File: src/rtl/mul_div_seq.sv
// mul_div_seq: computes (a*b)/c with a one-bit-per-cycle restoring divider.
// One operation in flight; valid/ready handshake on both sides.
module mul_div_seq #(
    parameter int W = 6
) (
    input  logic           clk,
    input  logic           rst,
    input  logic           in_valid,
    output logic           in_ready,
    input  logic [W-1:0]   a,
    input  logic [W-1:0]   b,
    input  logic [W-1:0]   c,
    output logic           out_valid,
    input  logic           out_ready,
    output logic [2*W-1:0] quot,
    output logic [W-1:0]   quot_trunc,
    output logic [W-1:0]   rem,
    output logic           div_zero
);

    localparam int CW = $clog2(2 * W);
    localparam logic [CW-1:0] LAST = CW'(2 * W - 1);

    typedef enum logic [1:0] {
        IDLE,
        MUL,
        DIV,
        DONE
    } state_t;

    state_t         state;
    state_t         state_d;
    logic [W-1:0]   a_q;
    logic [W-1:0]   b_q;
    logic [W-1:0]   c_q;
    logic [W-1:0]   a_d;
    logic [W-1:0]   b_d;
    logic [W-1:0]   c_d;
    logic [2*W-1:0] prod;
    logic [2*W-1:0] prod_d;
    logic [2*W-1:0] qacc;
    logic [2*W-1:0] qacc_d;
    logic [2*W-1:0] q_nx;
    logic [2*W-1:0] quot_d;
    logic [W:0]     part;
    logic [W:0]     part_d;
    logic [W:0]     part_nx;
    logic [W+1:0]   shifted;
    logic [W+1:0]   diff;
    logic           fits;
    logic [CW-1:0]  cnt;
    logic [CW-1:0]  cnt_d;
    logic [W-1:0]   trunc_d;
    logic [W-1:0]   rem_d;
    logic           dz_d;
    logic           ov_d;

    assign in_ready = (state == IDLE);

    always_ff @(posedge clk) begin
        if (rst) begin
            state <= IDLE;
        end else begin
            state <= state_d;
        end
    end

    // out_valid is its own register: it rises one cycle after results land
    always_ff @(posedge clk) begin
        if (rst) begin
            a_q        <= '0;
            b_q        <= '0;
            c_q        <= '0;
            prod       <= '0;
            part       <= '0;
            qacc       <= '0;
            cnt        <= '0;
            quot       <= '0;
            quot_trunc <= '0;
            rem        <= '0;
            div_zero   <= 1'b0;
            out_valid  <= 1'b0;
        end else begin
            a_q        <= a_d;
            b_q        <= b_d;
            c_q        <= c_d;
            prod       <= prod_d;
            part       <= part_d;
            qacc       <= qacc_d;
            cnt        <= cnt_d;
            quot       <= quot_d;
            quot_trunc <= trunc_d;
            rem        <= rem_d;
            div_zero   <= dz_d;
            out_valid  <= ov_d;
        end
    end

    // part stays below c, so the sign of diff is the restore decision
    always_comb begin
        shifted = {part, prod[2*W-1]};
        diff    = shifted - {2'b00, c_q};
        fits    = ~diff[W+1];
        part_nx = fits ? diff[W:0] : shifted[W:0];
        q_nx    = {qacc[2*W-2:0], fits};
    end

    always_comb begin
        state_d = state;
        a_d     = a_q;
        b_d     = b_q;
        c_d     = c_q;
        prod_d  = prod;
        part_d  = part;
        qacc_d  = qacc;
        cnt_d   = cnt;
        quot_d  = quot;
        trunc_d = quot_trunc;
        rem_d   = rem;
        dz_d    = div_zero;
        ov_d    = out_valid;
        unique case (state)
            IDLE: begin
                if (in_valid) begin
                    a_d     = a;
                    b_d     = b;
                    c_d     = c;
                    dz_d    = 1'b0;
                    state_d = MUL;
                end
            end
            MUL: begin
                prod_d = {{W{1'b0}}, a_q} * {{W{1'b0}}, b_q};
                if (c_q == '0) begin
                    quot_d  = '1;
                    trunc_d = '1;
                    rem_d   = '0;
                    dz_d    = 1'b1;
                    state_d = DONE;
                end else begin
                    part_d  = '0;
                    qacc_d  = '0;
                    cnt_d   = '0;
                    state_d = DIV;
                end
            end
            DIV: begin
                prod_d = prod << 1;
                part_d = part_nx;
                qacc_d = q_nx;
                cnt_d  = cnt + CW'(1);
                if (cnt == LAST) begin
                    quot_d  = q_nx;
                    trunc_d = q_nx[W-1:0];
                    rem_d   = part_nx[W-1:0];
                    state_d = DONE;
                end
            end
            DONE: begin
                if (!out_valid) begin
                    ov_d = 1'b1;
                end else if (out_ready) begin
                    ov_d    = 1'b0;
                    state_d = IDLE;
                end
            end
            default: begin
                state_d = IDLE;
            end
        endcase
    end

endmodule

File: config.mk
export PLATFORM = sky130hd
export DESIGN_NAME = mul_div_seq
export DESIGN_NICKNAME = d
export VERILOG_FILES = /design/src/rtl/mul_div_seq.sv
export SDC_FILE = /design/constraint.sdc
export NUM_CORES = 1
export LEC_CHECK = 0
export CAP_MARGIN = 15
export CORE_MARGIN = 2
export CORE_UTILIZATION = 50
export DETAILED_ROUTE_END_ITERATION = 10
export PLACE_DENSITY = 0.7
export SYNTH_ARGS = -nofsm -noshare
export SYNTH_HDL_FRONTEND = slang
export SYNTH_SLANG_ARGS = --single-unit
File: constraint.sdc
create_clock -name clk -period 4.34 [get_ports clk]
set_input_delay 0.868 -clock clk [delete_from_list [all_inputs] [get_ports clk]]
set_output_delay 0.868 -clock clk [all_outputs]
set_load 0.03 [all_outputs]
==> results of run 1 <==
==> routing by layer <==
metal	global-route usage, %	vias up	routed length (um)
met1	25.5	1673	4150
li1	-	1801	-
met4	6.74	0	121
met3	3.72	10	262
met2	32.7	52	4380
met5	0	-	0
==> layout by cell type (no fill, tap or decap), types with 2 or more instances in the layout <==
| cell type | instances |
|---|---|
| dfxtp_1 | 74 |
| nand2_1 | 71 |
| clkdlybuf4s50_1 | 47 |
| nor2_1 | 39 |
| a21oi_1 | 38 |
| inv_1 | 37 |
| ha_1 | 31 |
| o21ai_0 | 27 |
| and2_1 | 25 |
| fa_1 | 18 |
| nand2b_1 | 14 |
| a22oi_1 | 13 |
| mux2i_1 | 12 |
| clkbuf_8 | 10 |
| xnor2_1 | 9 |
| nor3_1 | 8 |
| a211oi_1 | 7 |
| nand3_1 | 7 |
| a31oi_1 | 6 |
| nand3b_1 | 6 |
| o21ai_2 | 5 |
| o21bai_1 | 5 |
| a311oi_1 | 3 |
| o21a_1 | 2 |
| xor2_1 | 2 |
| a221oi_1 | 2 |
| nor2b_1 | 2 |
| mux2_4 | 2 |
| nor3b_1 | 2 |
| o211ai_1 | 2 |
| o31ai_1 | 2 |
| clkinv_4 | 2 |
| bufinv_16 | 2 |
==> registers in the layout (all words and copies together), names as in the netlist <==
| name | count |
|---|---|
| a_q | 6 |
| b_q | 6 |
| c_q | 6 |
| cnt | 4 |
| div_zero | 1 |
| out_valid | 1 |
| part | 7 |
| prod | 12 |
| qacc | 11 |
| quot | 12 |
| rem | 6 |
| state | 2 |
==> synthesized netlist by cell type, types with 3 or more instances <==
| cell type | number |
|---|---|
| dfxtp_1 | 74 |
| nand2_1 | 71 |
| nor2_1 | 39 |
| a21oi_1 | 38 |
| inv_1 | 37 |
| ha_1 | 31 |
| o21ai_0 | 27 |
| and2_1 | 25 |
| fa_1 | 18 |
| clkbuf_1 | 16 |
| nand2b_1 | 14 |
| a22oi_1 | 13 |
| mux2i_1 | 12 |
| xnor2_1 | 9 |
| nor3_1 | 8 |
| a211oi_1 | 7 |
| buf_4 | 7 |
| nand3_1 | 7 |
| a31oi_1 | 6 |
| nand3b_1 | 6 |
| o21ai_2 | 5 |
| o21bai_1 | 5 |
| a311oi_1 | 3 |
| buf_1 | 3 |
| buf_2 | 3 |
==> worst min-delay path by stage <==
stage	from	cells past startpoint	slack, ps	to
floorplan	prod[0]	2	450	prod[0]
global placement	rem[4]	2	430	rem[4]
detailed placement	rem[2]	2	440	rem[2]
CTS	rem[2]	2	460	rem[2]
global route	rem[3]	2	490	rem[3]
finish	rem[2]	2	450	rem[2]
==> cell families after synthesis <==
| group | after synthesis |
|---|---|
| AOI/OAI and AO/OA | 118 |
| xor gates and xnor gates | 12 |
| adders and majority gates | 49 |
| buffers and inverters | 66 |
| DFF | 74 |
| muxes | 14 |
| and+or+nand+nor | 184 |
==> tightest hold or removal path, stage by stage (launching register included) <==
cell and delay, ps:
dfxtp_1 330, nand2_1 40, o21ai_0 50
==> area by class of cell <==
type	count	area share, %
timing repair buffer	49	9.38
multi-input combinational	377	52.1
sequential	74	28.8
tap	108	2.63
clock buffer	11	2.75
clock inverter	5	1.68
inverter	37	2.70
==> per-stage QoR <==
step	total power [mW]	instances
after CTS	2.93	661
after global routing	3.11	661
after global placement	2.28	645
final	2.90	661
after floorplan	1.98	517
after detailed placement	2.31	645
==> power groups by stage <==
stage,clock network (mW),logic [mW],registers [mW]
detailed placement,0,1.36,0.952
global placement,0,1.33,0.947
CTS,0.630,1.36,0.938
global route,0.657,1.49,0.957
floorplan,0,0.950,1.03
finish,0.612,1.35,0.937
==> reports/metrics.csv, run 1 <==
metric;value;unit
finalCritPeriodShare;83.9;%
min_period;3640;ps
timing.slew.headroom;31.9;%
endpoint_kind;flip-flop;
overflow;0;
routed_wl;8.91;mm
vias;3536;
synth_top_cell_by_area;dfxtp_1;
io_buffers;48;
drt_iter0_markers;129;
start_util;51.2;%
peakVddDrop;0.270;mV
clk_pin_slew;80;ps
worstSetupStartpointType;flip-flop;
r2r-end;prod[9];
post_drt_wl_per_cell;13.5;um
hold_viol;0;
fin_area;0.00515;mm^2
setup_ws;697;ps
cpPeakStageDelay;520;ps
post-synth-top-area-fraction;33.4;%
route.detailed.drc;0;
netlist_area;0.00444;mm^2
clock_latency;350;ps
synth_xor_area_share;2.79;%
startpoint;b_q[4];
dieHeight;98.2;um
tightestPinTransition;1020;ps
seq_area;0.00148;mm^2
synth_cells;517;
power_density;563;mW/mm^2
synth_area_leaders;dfxtp_1 33%, ha_1 8.7%, fa_1 8.1%;
post_cts_resize_count;0;
nNetsFinal;619;
crit_buf_inv;3;
synth_edf_count;0;
hold_path.class;reg -> reg;
pre_cts_ws;670;ps
synth_compound_area_share;17.1;%
postPlaceCellArea;0.00492;mm^2
required;4600;ps
cp_num_cells;14;
critPathArrivalTime;3900;ps
skew;9.89;ps
cts_tree;yes;
synth_cell_type_count;50;
h-tree-depth;3;
seqPwrFrac;32.3;%
multiInputGateArea;0.00268;mm^2
diodes;0;
critPathKind;reg -> reg;
synth_adder_area_share;16.8;%
setup_viol;0;
r2r_cells;14;
intPower;1.70;mW
critPathTopFamily;adder cells;
p_switching;1.20;mW
synth_mux_area_share;3.38;%
maxCapViolCount;0;
ys_warn_count;0;
place.gp.congestion;0.876;
cts_sinks;74;
dieWidth;98.2;um
rows;34;
drv_slew;0;
synthSimpleGateAreaFrac;20.3;%
fp.coreArea;0.00868;mm^2
synth_top_family_by_area;simple AND/OR/NAND/NOR gates;
viasPerCell;5.35;
clockBufferDepth;2;
swShare;41.3;%
synth_ff_type;dfxtp_1;
slowest_stage;fa_1;
postCtsSetupBuffers;0;
r2r_slack;700;ps
async_flop_share;0;%
hold_slack;454;ps
drive_above_1_share;5.97;%
grt_usage;19.6;%
grt_max_degree;44;
max_freq;0.275;GHz
avgSynthCellArea;8.59;um^2
final_antenna_net_count;0;
syn2layout_area_growth;15.9;%
path_cells;nand2_1, fa_1, inv_1, fa_1, inv_1, fa_1, inv_1, ha_1, nand3_1, o211ai_1, nor2_1, xnor2_1, mux2i_1, a211oi_1;
combPwrFrac;46.5;%
path_max_fanout;7;
yosysSeqAreaShare;33.4;%
grt_pass1_vias;3451;
clkPwrFrac;21.1;%
p_leak;2.06;nW
ios;49;
r2r_start;b_q[4];
ctsHoldBuffers;0;
nFillCells;793;
cp-endpoint;prod[9];
synth-seq-cells;74;
grt_pass1_wl;15.7;mm
dr.pass1.iters;4;
numCtsBuffers;9;
design.die.area;0.00965;mm^2
hpwl;6.49;mm
finalSetupTns;0;ps
final_core_util;59.3;%
syn_nets;588;
antenna_found_initial;0;
status;complete, no violations;
rsz0062_at_grt;no;
clockRootBuffer;clkbuf_8;
(Power assumes the default switching activity.)
==> inputs of run 2 (changes only) <==
==> constraint.sdc (replaced) <==
create_clock -name clk -period 3.4 [get_ports clk]
set_input_delay 0.68 -clock clk [delete_from_list [all_inputs] [get_ports clk]]
set_output_delay 0.68 -clock clk [all_outputs]
set_load 0.03 [all_outputs]
==> run 2 against run 1 <==
  * The flow now finishes with violations (setup timing)
  * Via count rose by 5.9%
  * Clock power is 7.4% higher
  * Maximum frequency up 6.2%
  * Combinational power increased by 39%
  * Count of clock-buffer cells in the layout decreased by 2
  * First-iteration DRC count grew 26%
  * Routed wire length up 12%
  * Global-route usage up 2.0 points
  * Sequential share of layout area fell by 1.2 points
  * Critical path type unchanged
  * Non-clock buffer count is 24 higher
  * Total power is 28% higher
==> reports/metrics.csv, run 2 (synthesis results as in run 1) <==
metric;value;unit;change
grt_usage;21.5;%;+2.0 points
ios;49;;unchanged
critPathTopFamily;adder cells;;
dieWidth;98.2;um;unchanged
vias;3745;;+5.9%
path_cells;buf_4, and2_1, fa_1, ha_1, fa_2, fa_2, a21oi_4, o211ai_1, buf_4, nor3_2, o21bai_1, xnor2_1, o21ai_1;;
critPathKind;reg -> reg;;
setup_ws;-29.3;ps;-726 ps
syn2layout_area_growth;22.4;%;
diodes;0;;unchanged
p_leak;2.16;nW;+4.6%
postPlaceCellArea;0.00507;mm^2;+3.1%
dieHeight;98.2;um;unchanged
drive_above_1_share;15.8;%;+9.8 points
setup_viol;1;;+1
required;3640;ps;-960 ps
viasPerCell;5.47;;+2.2%
start_util;51.2;%;unchanged
instances_no_fill;685;;+3.6%
final_common_cell;nand2_1;;
hold_viol;0;;unchanged
design.die.area;0.00965;mm^2;unchanged
final_core_util;62.6;%;+3.3 points
dp.cells;665;;+3.1%
clockBufferDepth;2;;unchanged
drt_iter0_markers;162;;+26%
max_freq;0.292;GHz;+6.2%
dr.pass1.iters;4;;unchanged
fp.coreArea;0.00868;mm^2;unchanged
drv_slew;0;;unchanged
route.detailed.drc;0;;unchanged
timing.slew.headroom;40.5;%;+8.6 points
peakVddDrop;0.302;mV;+12%
power_density;684;mW/mm^2;+21%
top_regs;prod: 12 flops, quot: 12 flops, qacc: 11 flops;;
place.gp.congestion;0.853;;-2.7%
fin_area;0.00543;mm^2;+5.6%
cts_tree;yes;;
path_max_fanout;5;;-2
grt_pass1_vias;3732;;+8.1%
slowest_stage;fa_1;;
rsz0062_at_grt;yes;;
overflow;0;;unchanged
routed_wl;9.95;mm;+12%
nFillCells;746;;-5.9%
hpwl;7.17;mm;+10%
clockRootBuffer;clkbuf_8;;
failed_checks;setup timing;;
ctsHoldBuffers;0;;unchanged
tightestPinTransition;892;ps;-129 ps
grt_pass1_wl;17.2;mm;+9.4%
final_antenna_net_count;0;;unchanged
endpoint_kind;flip-flop;;
antenna_found_initial;0;;unchanged
rows;34;;unchanged
multiInputGateArea;0.00281;mm^2;+4.9%
grt_max_degree;51;;+16%
io_buffers;48;;unchanged
finalCritPeriodShare;101;%;+17 points
critPathArrivalTime;3670;ps;-230 ps
worstSetupStartpointType;flip-flop;;
status;finished, violations left;;
seq_area;0.00150;mm^2;+1.2%
crit_buf_inv;2;;-1
h-tree-depth;3;;unchanged
cpPeakStageDelay;470;ps;-50 ps
cts_sinks;74;;unchanged
nNetsFinal;643;;+3.9%
layout_common_cells;69 x nand2_1, 64 x dfxtp_1, 47 x clkdlybuf4s50_1;;
numCtsBuffers;9;;unchanged
min_period;3430;ps;-214 ps
maxCapViolCount;0;;unchanged
post_drt_wl_per_cell;14.5;um;+7.8%
skew;19.3;ps;+9.45 ps
hold_path.class;reg -> reg;;
clk_pin_slew;90;ps;about the same
clock_latency;360;ps;about the same
[run 2: changes by cell type in the layout (fill, tap and decap cells not counted), sizes merged]
cell and change:
bufinv -2, clkbuf -2, clkinvlp +3, clkinv -2, buf +24, inv +3
[run 2: final timing paths]
kind | from | to | slack (ps) | cells after the start
max | a_q[3] | prod[11] | -30 | 13
min | rem[1] | rem[1] | 460 | 2
max reg2reg | a_q[3] | prod[11] | -30 | 13
min reg2reg | rem[1] | rem[1] | 460 | 2
[run 2: worst register-to-register path: stages, from the launching register on]
cell      delay (ps)
dfxtp_4          370
buf_4            150
and2_1           160
fa_1             470
ha_1             320
fa_2             450
fa_2             440
a21oi_4          170
o211ai_1         150
buf_4            160
nor3_2           140
o21bai_1          90
xnor2_1          160
o21ai_1           80
[run 2: power by group]
part	switching, mW	internal, mW
registers	0.141	1.05
clock network	0.380	0.278
logic	1.10	0.764
[run 2: layer usage]
metal / global-route usage (%) / part of all wire [%]
met1: 27.7 / 44
met2: 37.9 / 51
met3: 3.36 / 3.1
met4: 5.58 / 1.0
met5: 0 / 0
[run 2: timing repair]
| action | CTS | global route |
|---|---|---|
| setup endpoints to repair | 6 | 6 |
| resized for setup | 20 | 20 |
| pin swaps | 16 | 18 |
| buffers inserted | 2 | 2 |
| hold endpoints to repair | 0 | 0 |
| cloned | 0 | 0 |
[run 2: layout make-up]
type                    instances  area share [%]
multi-input cells             377            51.8
inverters                      37            2.56
flip-flops and latches         74            27.6
well taps                     108            2.49
repair buffers                 73            12.2
clock inverters                 7            1.11
clock buffers                   9            2.28
[run 2: per-stage QoR]
step / power (mW) / setup slack [ps] / setup TNS, ps / hold WS (ps)
global placement: 2.97 / -124 / -441 / 433
floorplan: 2.53 / 9.42 / 0 / 446
global route: 3.97 / -197 / -868 / 473
finish: 3.72 / -29.3 / -29.3 / 456
detailed placement: 3.03 / -187 / -729 / 442
CTS: 3.71 / 0.436 / 0 / 459
